**config.mk**
```make
export PLATFORM = sky130hd
export DESIGN_NAME = csr_trap_unit
export DESIGN_NICKNAME = d
export VERILOG_FILES = /design/src/rtl/csr_trap_unit_pkg.sv /design/src/rtl/csr_trap_unit_counter64.sv /design/src/rtl/csr_trap_unit.sv
export SDC_FILE = /design/constraint.sdc
export NUM_CORES = 1
export LEC_CHECK = 0
export ABC_AREA = 1
export CAP_MARGIN = 30
export CELL_PAD_IN_SITES_DETAIL_PLACEMENT = 1
export CELL_PAD_IN_SITES_GLOBAL_PLACEMENT = 1
export CORE_ASPECT_RATIO = 1.25
export CORE_UTILIZATION = 41
export CTS_CLUSTER_SIZE = 10
export DETAILED_ROUTE_END_ITERATION = 12
export GPL_TIMING_DRIVEN = 0
export PLACE_DENSITY_LB_ADDON = 0.2
export SLEW_MARGIN = 10
export SYNTH_ARGS = -nofsm -noshare
export SYNTH_HDL_FRONTEND = slang
export SYNTH_SLANG_ARGS = --single-unit
```
**constraint.sdc**
```tcl
create_clock -name clk_i -period 3.05 [get_ports clk_i]
set_clock_uncertainty 0.15 [all_clocks]
set_input_delay 0.4575 -clock clk_i [delete_from_list [all_inputs] [get_ports clk_i]]
set_output_delay 0.4575 -clock clk_i [all_outputs]
set_load 0.1 [all_outputs]
```
**src/rtl/csr_trap_unit_pkg.sv**
```systemverilog
// Shared types and constants for the machine-mode CSR file and trap sequencer.
package csr_trap_unit_pkg;

    localparam logic [11:0] CSR_MSTATUS   = 12'h300;
    localparam logic [11:0] CSR_MISA      = 12'h301;
    localparam logic [11:0] CSR_MTVEC     = 12'h305;
    localparam logic [11:0] CSR_MSCRATCH  = 12'h340;
    localparam logic [11:0] CSR_MEPC      = 12'h341;
    localparam logic [11:0] CSR_MCAUSE    = 12'h342;
    localparam logic [11:0] CSR_MTVAL     = 12'h343;
    localparam logic [11:0] CSR_MCYCLE    = 12'hB00;
    localparam logic [11:0] CSR_MINSTRET  = 12'hB02;
    localparam logic [11:0] CSR_MCYCLEH   = 12'hB80;
    localparam logic [11:0] CSR_MINSTRETH = 12'hB82;
    localparam logic [11:0] CSR_MHARTID   = 12'hF14;

    localparam int unsigned MSTATUS_MIE_BIT  = 3;
    localparam int unsigned MSTATUS_MPIE_BIT = 7;

    // MPP is hardwired to machine mode.
    localparam logic [31:0] MSTATUS_FIXED = 32'h0000_1800;

    typedef enum logic [1:0] {
        CSR_RW = 2'd0,
        CSR_RS = 2'd1,
        CSR_RC = 2'd2
    } csr_op_e;

    typedef enum logic {
        IDLE        = 1'b0,
        TRAP_COMMIT = 1'b1
    } trap_state_e;

    // New CSR value for a read-modify-write access.
    function automatic logic [31:0] csr_apply(input csr_op_e op,
                                              input logic [31:0] old_v,
                                              input logic [31:0] operand);
        case (op)
            CSR_RW:  return operand;
            CSR_RS:  return old_v | operand;
            CSR_RC:  return old_v & ~operand;
            default: return old_v;
        endcase
    endfunction

endpackage

```
**src/rtl/csr_trap_unit_counter64.sv**
```systemverilog
// 64-bit free-running counter with 32-bit half write ports; a write beats the increment.
module csr_counter64 (
    input  logic        clk_i,
    input  logic        rst_i,
    input  logic        inc_i,
    input  logic        wr_lo_i,
    input  logic        wr_hi_i,
    input  logic [31:0] wdata_i,
    output logic [63:0] value_o
);

    logic [63:0] r_count;

    always_ff @(posedge clk_i) begin
        if (rst_i) begin
            r_count <= '0;
        end else if (wr_lo_i) begin
            r_count <= {r_count[63:32], wdata_i};
        end else if (wr_hi_i) begin
            r_count <= {wdata_i, r_count[31:0]};
        end else if (inc_i) begin
            r_count <= r_count + 64'd1;
        end
    end

    assign value_o = r_count;

endmodule

```
**src/rtl/csr_trap_unit.sv**
```systemverilog
// Machine-mode CSR file with trap entry / MRET sequencing and mcycle/minstret counters.
module csr_trap_unit
    import csr_trap_unit_pkg::*;
#(
    parameter logic [31:0] MTVEC_RESET = 32'h0000_0100,
    parameter logic [31:0] MISA_VALUE  = 32'h4000_0100
) (
    input  logic        clk_i,
    input  logic        rst_i,
    input  logic        trap_valid_i,
    input  logic [31:0] trap_cause_i,
    input  logic [31:0] trap_pc_i,
    input  logic [31:0] trap_tval_i,
    input  logic        mret_i,
    input  logic        csr_req_i,
    input  logic [1:0]  csr_op_i,
    input  logic        csr_we_i,
    input  logic [11:0] csr_addr_i,
    input  logic [31:0] csr_wdata_i,
    output logic [31:0] csr_rdata_o,
    output logic        csr_illegal_o,
    input  logic        instr_retire_i,
    output logic        redirect_valid_o,
    output logic [31:0] redirect_pc_o,
    output logic        flush_o,
    output logic        busy_o
);

    trap_state_e r_state;
    logic [31:0] r_trap_cause;
    logic [31:0] r_trap_pc;
    logic [31:0] r_trap_tval;
    logic        r_mie;
    logic        r_mpie;
    logic [31:0] r_mtvec;
    logic [31:0] r_mscratch;
    logic [31:0] r_mepc;
    logic [31:0] r_mcause;
    logic [31:0] r_mtval;
    logic        r_redirect_valid;
    logic [31:0] r_redirect_pc;
    logic        r_flush;
    logic        r_busy;

    logic [63:0] w_mcycle;
    logic [63:0] w_minstret;
    logic [31:0] w_mstatus;
    logic [31:0] w_old;
    logic        w_hit;
    logic        w_ro;
    logic        w_illegal;
    logic        w_idle;
    logic        w_wr_en;
    logic [31:0] w_wdata;

    assign w_idle = (r_state == IDLE);

    // Read mux and address decode.
    always_comb begin
        w_mstatus                   = MSTATUS_FIXED;
        w_mstatus[MSTATUS_MIE_BIT]  = r_mie;
        w_mstatus[MSTATUS_MPIE_BIT] = r_mpie;
        w_old = '0;
        w_hit = 1'b1;
        w_ro  = 1'b0;
        case (csr_addr_i)
            CSR_MSTATUS:   w_old = w_mstatus;
            CSR_MISA:      begin w_old = MISA_VALUE; w_ro = 1'b1; end
            CSR_MTVEC:     w_old = r_mtvec;
            CSR_MSCRATCH:  w_old = r_mscratch;
            CSR_MEPC:      w_old = r_mepc;
            CSR_MCAUSE:    w_old = r_mcause;
            CSR_MTVAL:     w_old = r_mtval;
            CSR_MCYCLE:    w_old = w_mcycle[31:0];
            CSR_MCYCLEH:   w_old = w_mcycle[63:32];
            CSR_MINSTRET:  w_old = w_minstret[31:0];
            CSR_MINSTRETH: w_old = w_minstret[63:32];
            CSR_MHARTID:   w_ro  = 1'b1;
            default:       w_hit = 1'b0;
        endcase
    end

    assign w_illegal     = !w_hit || (csr_op_i == 2'd3) || (csr_we_i && w_ro);
    assign csr_illegal_o = csr_req_i && w_illegal;
    assign csr_rdata_o   = (csr_req_i && !w_illegal) ? w_old : 32'h0;
    assign w_wdata       = csr_apply(csr_op_e'(csr_op_i), w_old, csr_wdata_i);

    // A CSR write only lands when neither a trap nor an MRET claims the cycle.
    assign w_wr_en = w_idle && !trap_valid_i && !mret_i
                     && csr_req_i && csr_we_i && !w_illegal;

    csr_counter64 u_mcycle (
        .clk_i   (clk_i),
        .rst_i   (rst_i),
        .inc_i   (1'b1),
        .wr_lo_i (w_wr_en && (csr_addr_i == CSR_MCYCLE)),
        .wr_hi_i (w_wr_en && (csr_addr_i == CSR_MCYCLEH)),
        .wdata_i (w_wdata),
        .value_o (w_mcycle)
    );

    csr_counter64 u_minstret (
        .clk_i   (clk_i),
        .rst_i   (rst_i),
        .inc_i   (instr_retire_i),
        .wr_lo_i (w_wr_en && (csr_addr_i == CSR_MINSTRET)),
        .wr_hi_i (w_wr_en && (csr_addr_i == CSR_MINSTRETH)),
        .wdata_i (w_wdata),
        .value_o (w_minstret)
    );

    // Trap/return sequencer and CSR state.
    always_ff @(posedge clk_i) begin
        if (rst_i) begin
            r_state          <= IDLE;
            r_trap_cause     <= '0;
            r_trap_pc        <= '0;
            r_trap_tval      <= '0;
            r_mie            <= 1'b0;
            r_mpie           <= 1'b0;
            r_mtvec          <= MTVEC_RESET & ~32'h3;
            r_mscratch       <= '0;
            r_mepc           <= '0;
            r_mcause         <= '0;
            r_mtval          <= '0;
            r_redirect_valid <= 1'b0;
            r_redirect_pc    <= '0;
            r_flush          <= 1'b0;
            r_busy           <= 1'b0;
        end else begin
            r_redirect_valid <= 1'b0;
            r_flush          <= 1'b0;
            r_busy           <= 1'b0;
            case (r_state)
                IDLE: begin
                    if (trap_valid_i) begin
                        r_trap_cause     <= trap_cause_i;
                        r_trap_pc        <= trap_pc_i & ~32'h3;
                        r_trap_tval      <= trap_tval_i;
                        r_redirect_valid <= 1'b1;
                        r_redirect_pc    <= r_mtvec;
                        r_flush          <= 1'b1;
                        r_busy           <= 1'b1;
                        r_state          <= TRAP_COMMIT;
                    end else if (mret_i) begin
                        r_redirect_valid <= 1'b1;
                        r_redirect_pc    <= r_mepc;
                        r_flush          <= 1'b1;
                        r_mie            <= r_mpie;
                        r_mpie           <= 1'b1;
                    end else if (w_wr_en) begin
                        case (csr_addr_i)
                            CSR_MSTATUS: begin
                                r_mie  <= w_wdata[MSTATUS_MIE_BIT];
                                r_mpie <= w_wdata[MSTATUS_MPIE_BIT];
                            end
                            CSR_MTVEC:    r_mtvec    <= w_wdata & ~32'h3;
                            CSR_MSCRATCH: r_mscratch <= w_wdata;
                            CSR_MEPC:     r_mepc     <= w_wdata & ~32'h3;
                            CSR_MCAUSE:   r_mcause   <= w_wdata;
                            CSR_MTVAL:    r_mtval    <= w_wdata;
                            default:      ;
                        endcase
                    end
                end
                TRAP_COMMIT: begin
                    r_mepc   <= r_trap_pc;
                    r_mcause <= r_trap_cause;
                    r_mtval  <= r_trap_tval;
                    r_mpie   <= r_mie;
                    r_mie    <= 1'b0;
                    r_state  <= IDLE;
                end
                default: r_state <= IDLE;
            endcase
        end
    end

    assign redirect_valid_o = r_redirect_valid;
    assign redirect_pc_o    = r_redirect_pc;
    assign flush_o          = r_flush;
    assign busy_o           = r_busy;

endmodule
```
==> results.json <==
{
  "run_status": "finished, violations left",
  "violations": "setup timing",
  "h-tree-depth": 2,
  "placedCellCount": 4932,
  "worst_slew_margin_rel_pct": 28.6,
  "endpoint_required_time_on_the_critical_path_ns": 2.44,
  "drtIter0Drc": 3296,
  "grt.overflow.total": 0,
  "syn-cell-area_sq_um": 24100,
  "cts-buffers-inserted": 50,
  "synth_seq_area_share_pct": 34.3,
  "grt_max_degree": 16,
  "post_route_cells_drive_above_1_share_pct": 12.3,
  "layout.cells.non_filler": 5103,
  "finalMaxSlewViolations": 0,
  "gp_weighted_congestion": 1.06,
  "clock_tree.buffer_depth": 3,
  "clk_root_buffer_cell": "clkbuf_16",
  "place_worst_setup_slack_ns": -2.28,
  "tritoncts_clock_tree": "yes",
  "yosysTopAreaCellShare_pct": 34.3,
  "synth_cell_type_count": 41,
  "clkLatencyLatePin_ns": 0.66,
  "post_synthesis_register_bit_count": 412,
  "setup.worst_path.end_class": "output pin",
  "cts_num_sinks": 412,
  "grtUsageMet1_pct": 53.8,
  "synthesis.yosys.warnings": 0,
  "worst-slew-pin-transition_ns": 1.07,
  "critPathKind": "input port to output pin",
  "floorplan.rows": 98,
  "grt_pass1_wl_microns": 208000,
  "dr.pass1.iters": 6,
  "finish.net_count": 4474,
  "power.density_nw_per_um2": 428,
  "critical_path.startpoint_type": "input port",
  "drc_errors": 0,
  "hpwl_microns": 112000,
  "worst_setup_hold_path_clk_slew_ns": 0.06,
  "power.ir.vdd_worst_mv": 0.472,
  "grtUsageMet3_pct": 13.0,
  "fmax_mhz": 284,
  "synth.top_cells.by_area": "dfxtp_1 34%, nand2_1 19%, nor2_1 8.9%",
  "overall_die_width_microns": 219,
  "final_area_sq_um": 31400,
  "period_needed_ns": 3.52,
  "busiest_layer": "met2",
  "synthCells": 3966,
  "vias": 30739,
  "area_growth_from_synthesis_to_final_layout_pct": 30.5,
  "timing.max_cap.violations": 0,
  "buffer_ports.inserted": 210,
  "final.hold.worst_slack_ns": 0.304,
  "multi_input_area_sq_um": 15000,
  "vias_per_cell": 6.02,
  "floorplan.die.height_microns": 273,
  "timing.critical_path.max_delay_family": "simple AND/OR/NAND/NOR gates",
  "rsz_0062_raised_after_global_routing": "yes",
  "layout.area.seq_sq_um": 8250,
  "initial_core_utilization_pct": 41.8,
  "final_setup_violation_count": 165,
  "die_area_sq_um": 59700,
  "core_area_sq_um": 57600,
  "cts_hold_buffers": 0,
  "number_of_antenna_violations_at_the_first_check_in_global_routing": 17,
  "final.period_utilization_pct": 115,
  "io-pin-count": 217,
  "detailed_place.area_sq_um": 27500,
  "crit_path_cell_trace": "buf_6, inv_1, nand2_2, nor2_4, nand3_4, buf_12, buf_4, o21ai_2, nor2_2, nand3b_1, inv_1, nor2_2, buf_12",
  "number_of_fillers_in_the_final_layout": 7740,
  "stage_delay_of_the_slowest_cell_on_the_critical_path_ns": 0.45,
  "leakagePower_uw": 0.0118,
  "worstHoldPathType": "register to register",
  "first_global_vias": 30332,
  "critical_path_buf_inv_count": 6,
  "setup_slack_ns": -0.473,
  "timing.critical_path.arrival_ns": 2.92,
  "design_power_total_uw": 13400,
  "met2_usage_pct": 75.7,
  "synth_largest_area_cell": "dfxtp_1",
  "wl_microns": 153000,
  "timing.critical_path.slowest_stage_cell": "nand3b_1",
  "worst-path-max-fanout": 5,
  "wl_per_cell_microns": 30.0,
  "global_route.usage.total_pct": 48.9,
  "final_antenna_net_count": 0,
  "report.final.hold_viol_count": 0,
  "syn-mean-instance-area_sq_um": 6.07
}
-- kinds of logic after synthesis --
group	synth area share (%)
compound gates	16.6
xor+xnor	4.47
fa+ha+maj	0.104
buf+inv	8.80
flops	34.3
other cells	0.0156
simple gates	35.7
-- worst reg2reg max path, stage by stage, from the launching register on --
cell,delay [ns]
dfxtp_1,0.32
clkbuf_2,0.21
nor2_4,0.30
inv_1,0.18
nor3_4,0.24
nand4_4,0.31
buf_12,0.27
nor2_2,0.25
buf_2,0.44
nand2_1,0.12
o21ai_0,0.12
nor2_1,0.06
nor2_1,0.11
-- cell type report --
class / count / area share, %
Multi-Input combinational cell: 3020 / 47.7
Sequential cell: 412 / 26.3
Timing Repair Buffer: 303 / 10.7
Clock buffer: 65 / 4.35
Inverter: 323 / 3.97
Buffer: 213 / 3.55
Tap cell: 750 / 2.99
Clock inverter: 8 / 0.450
Antenna cell: 9 / 0.0717
-- flip-flops by register name, indices dropped and copies added (netlist names), 30 cells and up --
register,cells
r_mtvec,30
r_mcause,32
r_mepc,30
u_minstret.value_o,64
r_mtval,32
r_trap_tval,32
r_trap_pc,30
u_mcycle.value_o,64
r_mscratch,32
redirect_pc_o,30
r_trap_cause,32
-- layout by cell type, fill, tap and decap left out, types with 35 or more instances in the layout --
cell type / n
a21oi_1: 310
buf_12: 39
buf_2: 46
buf_4: 71
buf_6: 38
clkbuf_1: 123
clkbuf_16: 53
clkdlybuf4s50_1: 165
dfxtp_1: 412
inv_1: 300
nand2_1: 1174
nand2_2: 45
nand3_1: 170
nand4_1: 35
nor2_1: 515
nor2_4: 41
nor3_1: 57
o21ai_0: 301
o21ai_1: 45
xor2_1: 97
-- routing by layer --
metal,up-vias,wire [microns]
met5,-,54
met4,8,18100
met3,819,16100
met2,1968,65100
met1,14542,53500
li1,13402,-
-- cell usage after synthesis (all sizes together) --
master	number
clkbuf	129
o22ai	14
a21boi	3
ha	2
inv	319
o211a	1
conb	1
xor2	97
nand3b	7
nand4	36
nor3b	3
o21ai	383
buf	84
and3	3
nor4	6
nand2	1237
a31oi	24
dfxtp	412
nor3	63
nor2	588
nand3	180
o211ai	29
and2	2
a21oi	313
xnor2	26
clkinv	4
-- timing repair --
action / CTS / global route
gates resized for setup: 596 / 169
cloned: 4 / 1
pin swaps: 51 / 54
endpoints found under the hold margin: 0 / 0
setup endpoints to repair: 318 / 221
buffers inserted: 49 / 36
-- power breakdown --
group	leakage (uW)	internal (uW)	switching [uW]	total (uW)
Sequential	0.00336	5580	138	5710
Combinational	0.00767	518	1350	1860
Clock	0.000738	3290	2570	5860
Total	0.0118	9380	4050	13400
-- per-stage QoR --
step | setup TNS, ns | util [%]
6_report | -16.83 | 54.5
5_1_grt | -19.48 | 54.5
4_1_cts | -0.0987 | 53.1
3_5_place_dp | -426.41 | 47.7
3_3_place_gp | -432.74 | 47.6
2_1_floorplan | -5.74 | -
-- worst paths after layout --
kind	slack (ns)	depth (start not counted)	from	endpoint
max	-0.47	13	csr_addr_i[6]	csr_rdata_o[31]
min	0.30	2	r_trap_cause[15]	r_trap_cause[15]
max reg2reg	-0.13	12	r_state	u_mcycle.value_o[62]
min reg2reg	0.30	2	r_trap_cause[15]	r_trap_cause[15]
(Power assumes the default switching activity.)
